--- src/rtl/mem_stage.sv ---
// Memory stage of the 5-stage RV32I pipeline: EX/MEM register, one aligned data-memory
// request per instruction, stall until response, load formatting and writeback payload.

package rv32i_types;

  typedef struct packed {
    logic       mem_read;
    logic       mem_write;
    logic [2:0] funct3;
  } mem_ctrl_t;

  typedef struct packed {
    logic       reg_write;
    logic [1:0] wb_sel;
  } wb_ctrl_t;

  typedef struct packed {
    logic        valid_s;
    logic [31:0] inst_s;
    logic [31:0] pc_s;
    logic [31:0] pc_next_s;
    logic [63:0] order_s;
    mem_ctrl_t   mem_ctrl_s;
    wb_ctrl_t    wb_ctrl_s;
    logic [4:0]  rd_s;
    logic [4:0]  rs1_s;
    logic [4:0]  rs2_s;
    logic [31:0] rs1_v_s;
    logic [31:0] rs2_v_s;
    logic [31:0] alu_out_s;
    logic        br_en_s;
    logic [31:0] u_imm_s;
  } ex_mem_stage_reg_t;

  typedef struct packed {
    logic        valid_s;
    logic [31:0] inst_s;
    logic [31:0] pc_s;
    logic [31:0] pc_next_s;
    logic [63:0] order_s;
    wb_ctrl_t    wb_ctrl_s;
    logic [4:0]  rd_s;
    logic [4:0]  rs1_s;
    logic [4:0]  rs2_s;
    logic [31:0] rs1_v_s;
    logic [31:0] rs2_v_s;
    logic [31:0] alu_out_s;
    logic        br_en_s;
    logic [31:0] u_imm_s;
    logic [31:0] load_data_s;
    logic [31:0] mem_addr_s;
    logic [3:0]  mem_rmask_s;
    logic [3:0]  mem_wmask_s;
    logic [31:0] mem_rdata_s;
    logic [31:0] mem_wdata_s;
  } mem_wb_stage_reg_t;

endpackage

module mem_stage
  import rv32i_types::*;
(
  input  logic              clk,
  input  logic              rst,
  input  ex_mem_stage_reg_t ex_mem_reg,
  output logic [31:0]       dmem_addr,
  output logic [3:0]        dmem_rmask,
  output logic [3:0]        dmem_wmask,
  output logic [31:0]       dmem_wdata,
  input  logic [31:0]       dmem_rdata,
  input  logic              dmem_resp,
  output logic              mem_stall,
  output mem_wb_stage_reg_t mem_wb_reg
);

  typedef enum logic [0:0] {StIdle, StWait} state_e;

  ex_mem_stage_reg_t em_q;
  state_e            state_q, state_d;
  logic              issued_q, issued_d;
  logic [3:0]        rmask_q, rmask_d;  // masks actually issued, reported to RVFI
  logic [3:0]        wmask_q, wmask_d;

  logic [1:0]  off;
  logic [2:0]  funct3;
  logic        is_read, is_write;
  logic [3:0]  lane_mask;
  logic        aligned;
  logic        mem_op;
  logic [31:0] wdata;
  logic [31:0] lane;
  logic [31:0] load_fmt;
  logic [31:0] load_data;

  assign off      = em_q.alu_out_s[1:0];
  assign funct3   = em_q.mem_ctrl_s.funct3;
  assign is_read  = em_q.mem_ctrl_s.mem_read;
  assign is_write = em_q.mem_ctrl_s.mem_write;
  assign wdata    = em_q.rs2_v_s << {off, 3'b000};
  assign lane     = dmem_rdata >> {off, 3'b000};

  assign dmem_addr  = {em_q.alu_out_s[31:2], 2'b00};
  assign dmem_wdata = wdata;

  // Byte-lane mask and alignment check from access size and address offset
  always_comb begin
    lane_mask = 4'b0000;
    aligned   = 1'b0;
    unique case (funct3[1:0])
      2'b00: begin
        lane_mask = 4'b0001 << off;
        aligned   = 1'b1;
      end
      2'b01: begin
        lane_mask = 4'b0011 << off;
        aligned   = (off != 2'd3);
      end
      2'b10: begin
        lane_mask = 4'b1111;
        aligned   = (off == 2'd0);
      end
      default: begin
        lane_mask = 4'b0000;
        aligned   = 1'b0;
      end
    endcase
  end

  assign mem_op = em_q.valid_s && (is_read || is_write) && aligned;

  // Request FSM: issue once from idle, then stall until the response pulse
  always_comb begin
    state_d    = state_q;
    issued_d   = issued_q;
    rmask_d    = rmask_q;
    wmask_d    = wmask_q;
    dmem_rmask = 4'b0000;
    dmem_wmask = 4'b0000;
    mem_stall  = 1'b0;
    unique case (state_q)
      StIdle: begin
        if (mem_op && !issued_q) begin
          dmem_rmask = is_read ? lane_mask : 4'b0000;
          dmem_wmask = is_write ? lane_mask : 4'b0000;
          mem_stall  = 1'b1;
          issued_d   = 1'b1;
          rmask_d    = is_read ? lane_mask : 4'b0000;
          wmask_d    = is_write ? lane_mask : 4'b0000;
          state_d    = StWait;
        end
      end
      StWait: begin
        mem_stall = !dmem_resp;
        if (dmem_resp) begin
          state_d = StIdle;
        end
      end
      default: state_d = StIdle;
    endcase
  end

  // Stage register, FSM state and issue bookkeeping; a new entry clears the issue record
  always_ff @(posedge clk) begin
    if (rst) begin
      em_q     <= '0;
      state_q  <= StIdle;
      issued_q <= 1'b0;
      rmask_q  <= 4'b0000;
      wmask_q  <= 4'b0000;
    end else begin
      state_q <= state_d;
      if (!mem_stall) begin
        em_q     <= ex_mem_reg;
        issued_q <= 1'b0;
        rmask_q  <= 4'b0000;
        wmask_q  <= 4'b0000;
      end else begin
        issued_q <= issued_d;
        rmask_q  <= rmask_d;
        wmask_q  <= wmask_d;
      end
    end
  end

  // Select and extend the addressed lane of the returned word
  always_comb begin
    load_fmt = 32'h0;
    unique case (funct3)
      3'b000:  load_fmt = {{24{lane[7]}}, lane[7:0]};
      3'b001:  load_fmt = {{16{lane[15]}}, lane[15:0]};
      3'b010:  load_fmt = dmem_rdata;
      3'b100:  load_fmt = {24'h0, lane[7:0]};
      3'b101:  load_fmt = {16'h0, lane[15:0]};
      default: load_fmt = 32'h0;
    endcase
  end

  // Misaligned loads never touch memory and retire with zero
  assign load_data = (is_read && aligned) ? load_fmt : 32'h0;

  // Writeback payload; bubble while the access is outstanding
  always_comb begin
    mem_wb_reg             = '0;
    mem_wb_reg.valid_s     = em_q.valid_s && !mem_stall;
    mem_wb_reg.inst_s      = em_q.inst_s;
    mem_wb_reg.pc_s        = em_q.pc_s;
    mem_wb_reg.pc_next_s   = em_q.pc_next_s;
    mem_wb_reg.order_s     = em_q.order_s;
    mem_wb_reg.wb_ctrl_s   = em_q.wb_ctrl_s;
    mem_wb_reg.rd_s        = em_q.rd_s;
    mem_wb_reg.rs1_s       = em_q.rs1_s;
    mem_wb_reg.rs2_s       = em_q.rs2_s;
    mem_wb_reg.rs1_v_s     = em_q.rs1_v_s;
    mem_wb_reg.rs2_v_s     = em_q.rs2_v_s;
    mem_wb_reg.alu_out_s   = em_q.alu_out_s;
    mem_wb_reg.br_en_s     = em_q.br_en_s;
    mem_wb_reg.u_imm_s     = em_q.u_imm_s;
    mem_wb_reg.load_data_s = load_data;
    mem_wb_reg.mem_addr_s  = dmem_addr;
    mem_wb_reg.mem_rmask_s = rmask_q;
    mem_wb_reg.mem_wmask_s = wmask_q;
    mem_wb_reg.mem_rdata_s = (rmask_q != 4'b0000) ? dmem_rdata : 32'h0;
    mem_wb_reg.mem_wdata_s = (wmask_q != 4'b0000) ? wdata : 32'h0;
  end

endmodule

--- config.mk ---
export PLATFORM = sky130hd
export DESIGN_NAME = mem_stage
export DESIGN_NICKNAME = d
export VERILOG_FILES = /design/src/rtl/mem_stage.sv
export SDC_FILE = /design/constraint.sdc
export NUM_CORES = 1
export LEC_CHECK = 0
export CAP_MARGIN = 20
export CELL_PAD_IN_SITES_DETAIL_PLACEMENT = 1
export CELL_PAD_IN_SITES_GLOBAL_PLACEMENT = 1
export CORE_AREA = 2 2 336 338
export CTS_CLUSTER_SIZE = 28
export DETAILED_ROUTE_END_ITERATION = 12
export DIE_AREA = 0 0 338 340
export DONT_BUFFER_PORTS = 1
export PLACE_DENSITY_LB_ADDON = 0.2
export SLEW_MARGIN = 0
export SYNTH_ARGS = -nofsm -noshare
export SYNTH_HDL_FRONTEND = slang
export SYNTH_SLANG_ARGS = --single-unit
--- constraint.sdc ---
create_clock -name clk -period 3.9 [get_ports clk]
set_input_delay 0.78 -clock clk [delete_from_list [all_inputs] [get_ports clk]]
set_output_delay 0.78 -clock clk [all_outputs]
set_load 0.05 [all_outputs]
==> metrics.txt <==
# TYPE chip_impl_metric gauge
chip_impl_metric{name="placed_cell_area",unit="sq mm"} 0.01882
chip_impl_metric{name="clock.fmax",unit="MHz"} 266.2
chip_impl_metric{name="die_height",unit="microns"} 340
chip_impl_metric{name="syn-instance-count",unit=""} 2086
chip_impl_metric{name="insertedDiodeCount",unit=""} 0
chip_impl_metric{name="first_global_vias",unit=""} 13386
chip_impl_metric{name="ant_nets_after_route",unit=""} 0
chip_impl_metric{name="num_clock_sinks",unit=""} 323
chip_impl_metric{name="switchingPower",unit="uW"} 3748
chip_impl_metric{name="last_weighted_congestion_value_of_the_routability_driven_placer",unit=""} 0.7595
chip_impl_metric{name="fill_cells",unit=""} 12979
chip_impl_metric{name="htreeDepth",unit=""} 2
chip_impl_metric{name="cp.arrival",unit="ps"} 2980
chip_impl_metric{name="timing_worst_slew_pin_value",unit="ps"} 2226
chip_impl_metric{name="synth_top_area_share",unit="%"} 33.84
chip_impl_metric{name="pwr-share-seq",unit="%"} 44.7
chip_impl_info{name="slowest_stage",value="sky130_fd_sc_hd__dfxtp_2"} 1
chip_impl_metric{name="totalNegativeSetupSlack",unit="ps"} 0
chip_impl_metric{name="wl_per_cell",unit="microns"} 20.27
chip_impl_metric{name="sw_frac_of_total",unit="%"} 36.36
chip_impl_metric{name="hold_viol_final",unit=""} 0
chip_impl_metric{name="timing.final.crit_share",unit="%"} 96.32
chip_impl_metric{name="clock_skew",unit="ps"} 35.46
chip_impl_metric{name="overflow",unit=""} 0
chip_impl_metric{name="num_rows",unit=""} 123
chip_impl_info{name="grt_setup_unrepaired",value="false"} 1
chip_impl_metric{name="worst_skew_pair.late_latency",unit="ps"} 590
chip_impl_metric{name="vias",unit=""} 12273
chip_impl_metric{name="final_cell_area",unit="sq mm"} 0.02024
chip_impl_metric{name="worst-endpoint-required",unit="ps"} 3120
chip_impl_metric{name="hpwl",unit="microns"} 51430
chip_impl_metric{name="worst_slew_margin_rel",unit="%"} -48.41
chip_impl_metric{name="postSynthAreaPerCell",unit="sq um"} 9.160
chip_impl_metric{name="remaining_drc_errors",unit=""} 0
chip_impl_info{name="run_status",value="complete, but fails checks"} 1
chip_impl_metric{name="floorplan.die.width",unit="microns"} 338
chip_impl_info{name="critPathTopFamily",value="flip-flops"} 1
chip_impl_metric{name="total_cts_buffers",unit=""} 44
chip_impl_metric{name="number_of_warnings_issued_by_yosys",unit=""} 0
chip_impl_metric{name="netlist_area",unit="sq mm"} 0.01911
chip_impl_metric{name="first_iter_violations",unit=""} 368
chip_impl_metric{name="maxSlewViolCount",unit=""} 337
chip_impl_metric{name="power.ir.vdd_worst",unit="mV"} 0.2868
chip_impl_metric{name="static-leakage-power",unit="uW"} 0.009111
chip_impl_metric{name="final_count_of_negative_setup_slack_endpoints",unit=""} 0
chip_impl_metric{name="nNetsFinal",unit=""} 2156
chip_impl_metric{name="final_util",unit="%"} 18.14
chip_impl_metric{name="core-area",unit="sq mm"} 0.1116
chip_impl_metric{name="drt-total-wl",unit="microns"} 67690
chip_impl_metric{name="number_of_detailed_route_iterations_in_the_first_pass",unit=""} 4
chip_impl_metric{name="die-area",unit="sq mm"} 0.1149
chip_impl_metric{name="clk_transition_reported_paths",unit="ps"} 60
chip_impl_metric{name="max-clock-path-buffers",unit=""} 3
chip_impl_info{name="layout_common_cells",value="sky130_fd_sc_hd__nand2b_1 (628), sky130_fd_sc_hd__mux2i_1 (334), sky130_fd_sc_hd__dfxtp_1 (317)"} 1
chip_impl_metric{name="dp_worst_setup_slack",unit="ps"} 745.5
chip_impl_metric{name="post_route_minimum_period",unit="ps"} 3757
chip_impl_metric{name="yosysSeqAreaShare",unit="%"} 33.84
chip_impl_info{name="critical_path.cell_chain",value="buf_4 > mux2_2 > nand2_1 > o21ai_1 > nor2b_1 > buf_4"} 1
chip_impl_metric{name="maxCapViolCount",unit=""} 0
chip_impl_info{name="synth.area.top_cells",value="sky130_fd_sc_hd__dfxtp_1 (34%), sky130_fd_sc_hd__nand2b_1 (21%), sky130_fd_sc_hd__mux2i_1 (17%), sky130_fd_sc_hd__buf_4 (15%), sky130_fd_sc_hd__nor2b_1 (1.7%)"} 1
chip_impl_metric{name="io_pins",unit=""} 865
chip_impl_metric{name="drive_above_1_share",unit="%"} 15.92
chip_impl_metric{name="route.detailed.vias_per_inst",unit=""} 3.675
chip_impl_info{name="layout.cells.most_common",value="sky130_fd_sc_hd__nand2b_1"} 1
chip_impl_metric{name="crit_path_max_fanout",unit=""} 29
chip_impl_info{name="violations",value="slew limit"} 1
chip_impl_metric{name="pwr_density_cell",unit="mW/mm^2"} 509.2
chip_impl_metric{name="synth.lib_cells_used.distinct",unit=""} 39
chip_impl_metric{name="first_pass_grt_wire_length",unit="microns"} 95300
chip_impl_metric{name="clock_power_share",unit="%"} 39.1
chip_impl_metric{name="grt_start_max_net_pins",unit=""} 637
chip_impl_metric{name="timing.critical_path.buf_inv",unit=""} 2
chip_impl_info{name="setup.worst_path.start_class",value="register"} 1
chip_impl_metric{name="number_of_antenna_violations_at_the_first_check_in_global_routing",unit=""} 3
chip_impl_metric{name="area.growth.synth_to_final",unit="%"} 5.946
chip_impl_metric{name="post_cts_hold_buffer_count",unit=""} 0
chip_impl_metric{name="critical-path-max-stage-delay",unit="ps"} 830
chip_impl_metric{name="floorplan.initialDensity",unit="%"} 17.12
chip_impl_info{name="tritoncts_clock_tree",value="built"} 1
chip_impl_metric{name="worst_slack",unit="ps"} 143.4
chip_impl_metric{name="p_int",unit="uW"} 6561
chip_impl_metric{name="finalHoldWorstSlack",unit="ps"} 342.5
chip_impl_info{name="cp_common_cell",value="sky130_fd_sc_hd__buf_4"} 1
chip_impl_info{name="timing.hold.worst.class",value="input pin to register"} 1
chip_impl_info{name="clock_tree.root_cell",value="sky130_fd_sc_hd__clkbuf_16"} 1
chip_impl_info{name="cell_type_with_the_highest_aggregate_area_in_the_netlist",value="sky130_fd_sc_hd__dfxtp_1"} 1
chip_impl_info{name="critPathCaptureType",value="output pin"} 1
chip_impl_metric{name="grtUsageTotal",unit="%"} 11.13
chip_impl_metric{name="largest_register_ff_count",unit=""} 277
chip_impl_info{name="criticalPathCategory",value="register to output pin"} 1
chip_impl_metric{name="port_buffers",unit=""} 0
chip_impl_metric{name="comb_power_share",unit="%"} 16.2
chip_impl_metric{name="synth-seq-cells",unit=""} 323
-- per-layer routing --
metal / part of all wire, % / track usage [%]
met4: 2.5 / 3.167
met5: 0.046 / 0
met1: 34 / 10.43
met3: 9.6 / 4.358
met2: 54 / 21.89
-- final timing paths --
kind                                       from         endpoint  slack [ps]  cells past startpoint
worst min register to register    dmem_addr[30]    dmem_addr[30]         480                      2
worst max-delay path            mem_wb_reg[170]   mem_wb_reg[27]         140                      6
worst min-delay path             ex_mem_reg[59]    dmem_addr[26]         340                      2
worst max register to register  mem_wb_reg[170]  mem_wb_reg[136]         900                      6
-- cells by family after synthesis --
kind of cell	synth area share, %
buffers and inverters	19.16
muxes	18.38
DFF	33.84
and+or+nand+nor	24.99
AOI/OAI and AO/OA	3.608
other	0.01963
-- metrics by stage --
step	cells	total power, uW
after detailed placement	3261	6373
after CTS	3339	10560
final	3340	10310
after floorplan	2089	6399
after global placement	3261	6341
after global routing	3340	10800
-- worst register-to-register path: stages, from the launching register on --
cell and delay [ps]:
sky130_fd_sc_hd__dfxtp_2 830, sky130_fd_sc_hd__o21a_1 420, sky130_fd_sc_hd__a211oi_4 100, sky130_fd_sc_hd__a21oi_4 440, sky130_fd_sc_hd__buf_12 260, sky130_fd_sc_hd__buf_12 480, sky130_fd_sc_hd__mux2i_1 370
-- final cells by class --
cell class              count  area, sq um  area share [%]
clock buffers              64         1236           6.107
flip-flops and latches    323         6476           31.99
clock inverters            14        162.7          0.8035
inverters                  10        37.54          0.1854
repair buffers            182         1416           6.997
multi-input cells        1247         9037           44.64
well taps                1500         1877           9.271
-- power groups by stage --
stage	Clock (uW)	Sequential, uW	Combinational (uW)
final	4030	4610	1670
after global routing	4380	4650	1780
after floorplan	0	3750	2640
after CTS	4250	4630	1680
after global placement	0	4700	1640
after detailed placement	0	4700	1680
-- synth_stat cells, drive strengths merged --
library cell	n
a2111oi	2
nor3b	2
o2bb2ai	8
clkbuf	87
clkinv	1
a211oi	7
o21bai	1
a22o	7
nor3	3
nor4	2
a211o	1
buf	422
a21o	2
or3b	1
nor2b	53
o22ai	1
or2	11
nor2	28
conb	1
and2	18
dfxtp	323
nand3	1
nand2b	628
mux2	15
a22oi	19
nand2	43
nand3b	1
o21ai	16
inv	9
o21a	1
mux2i	334
a21oi	38
-- what timing repair did --
| item | 4_1_cts | 5_1_grt |
|---|---|---|
| setup buffers | 0 | 1 |
| setup endpoints to repair | 0 | 6 |
| resized for setup | 0 | 1 |
Note: power is estimated with default switching activity, not from simulation.
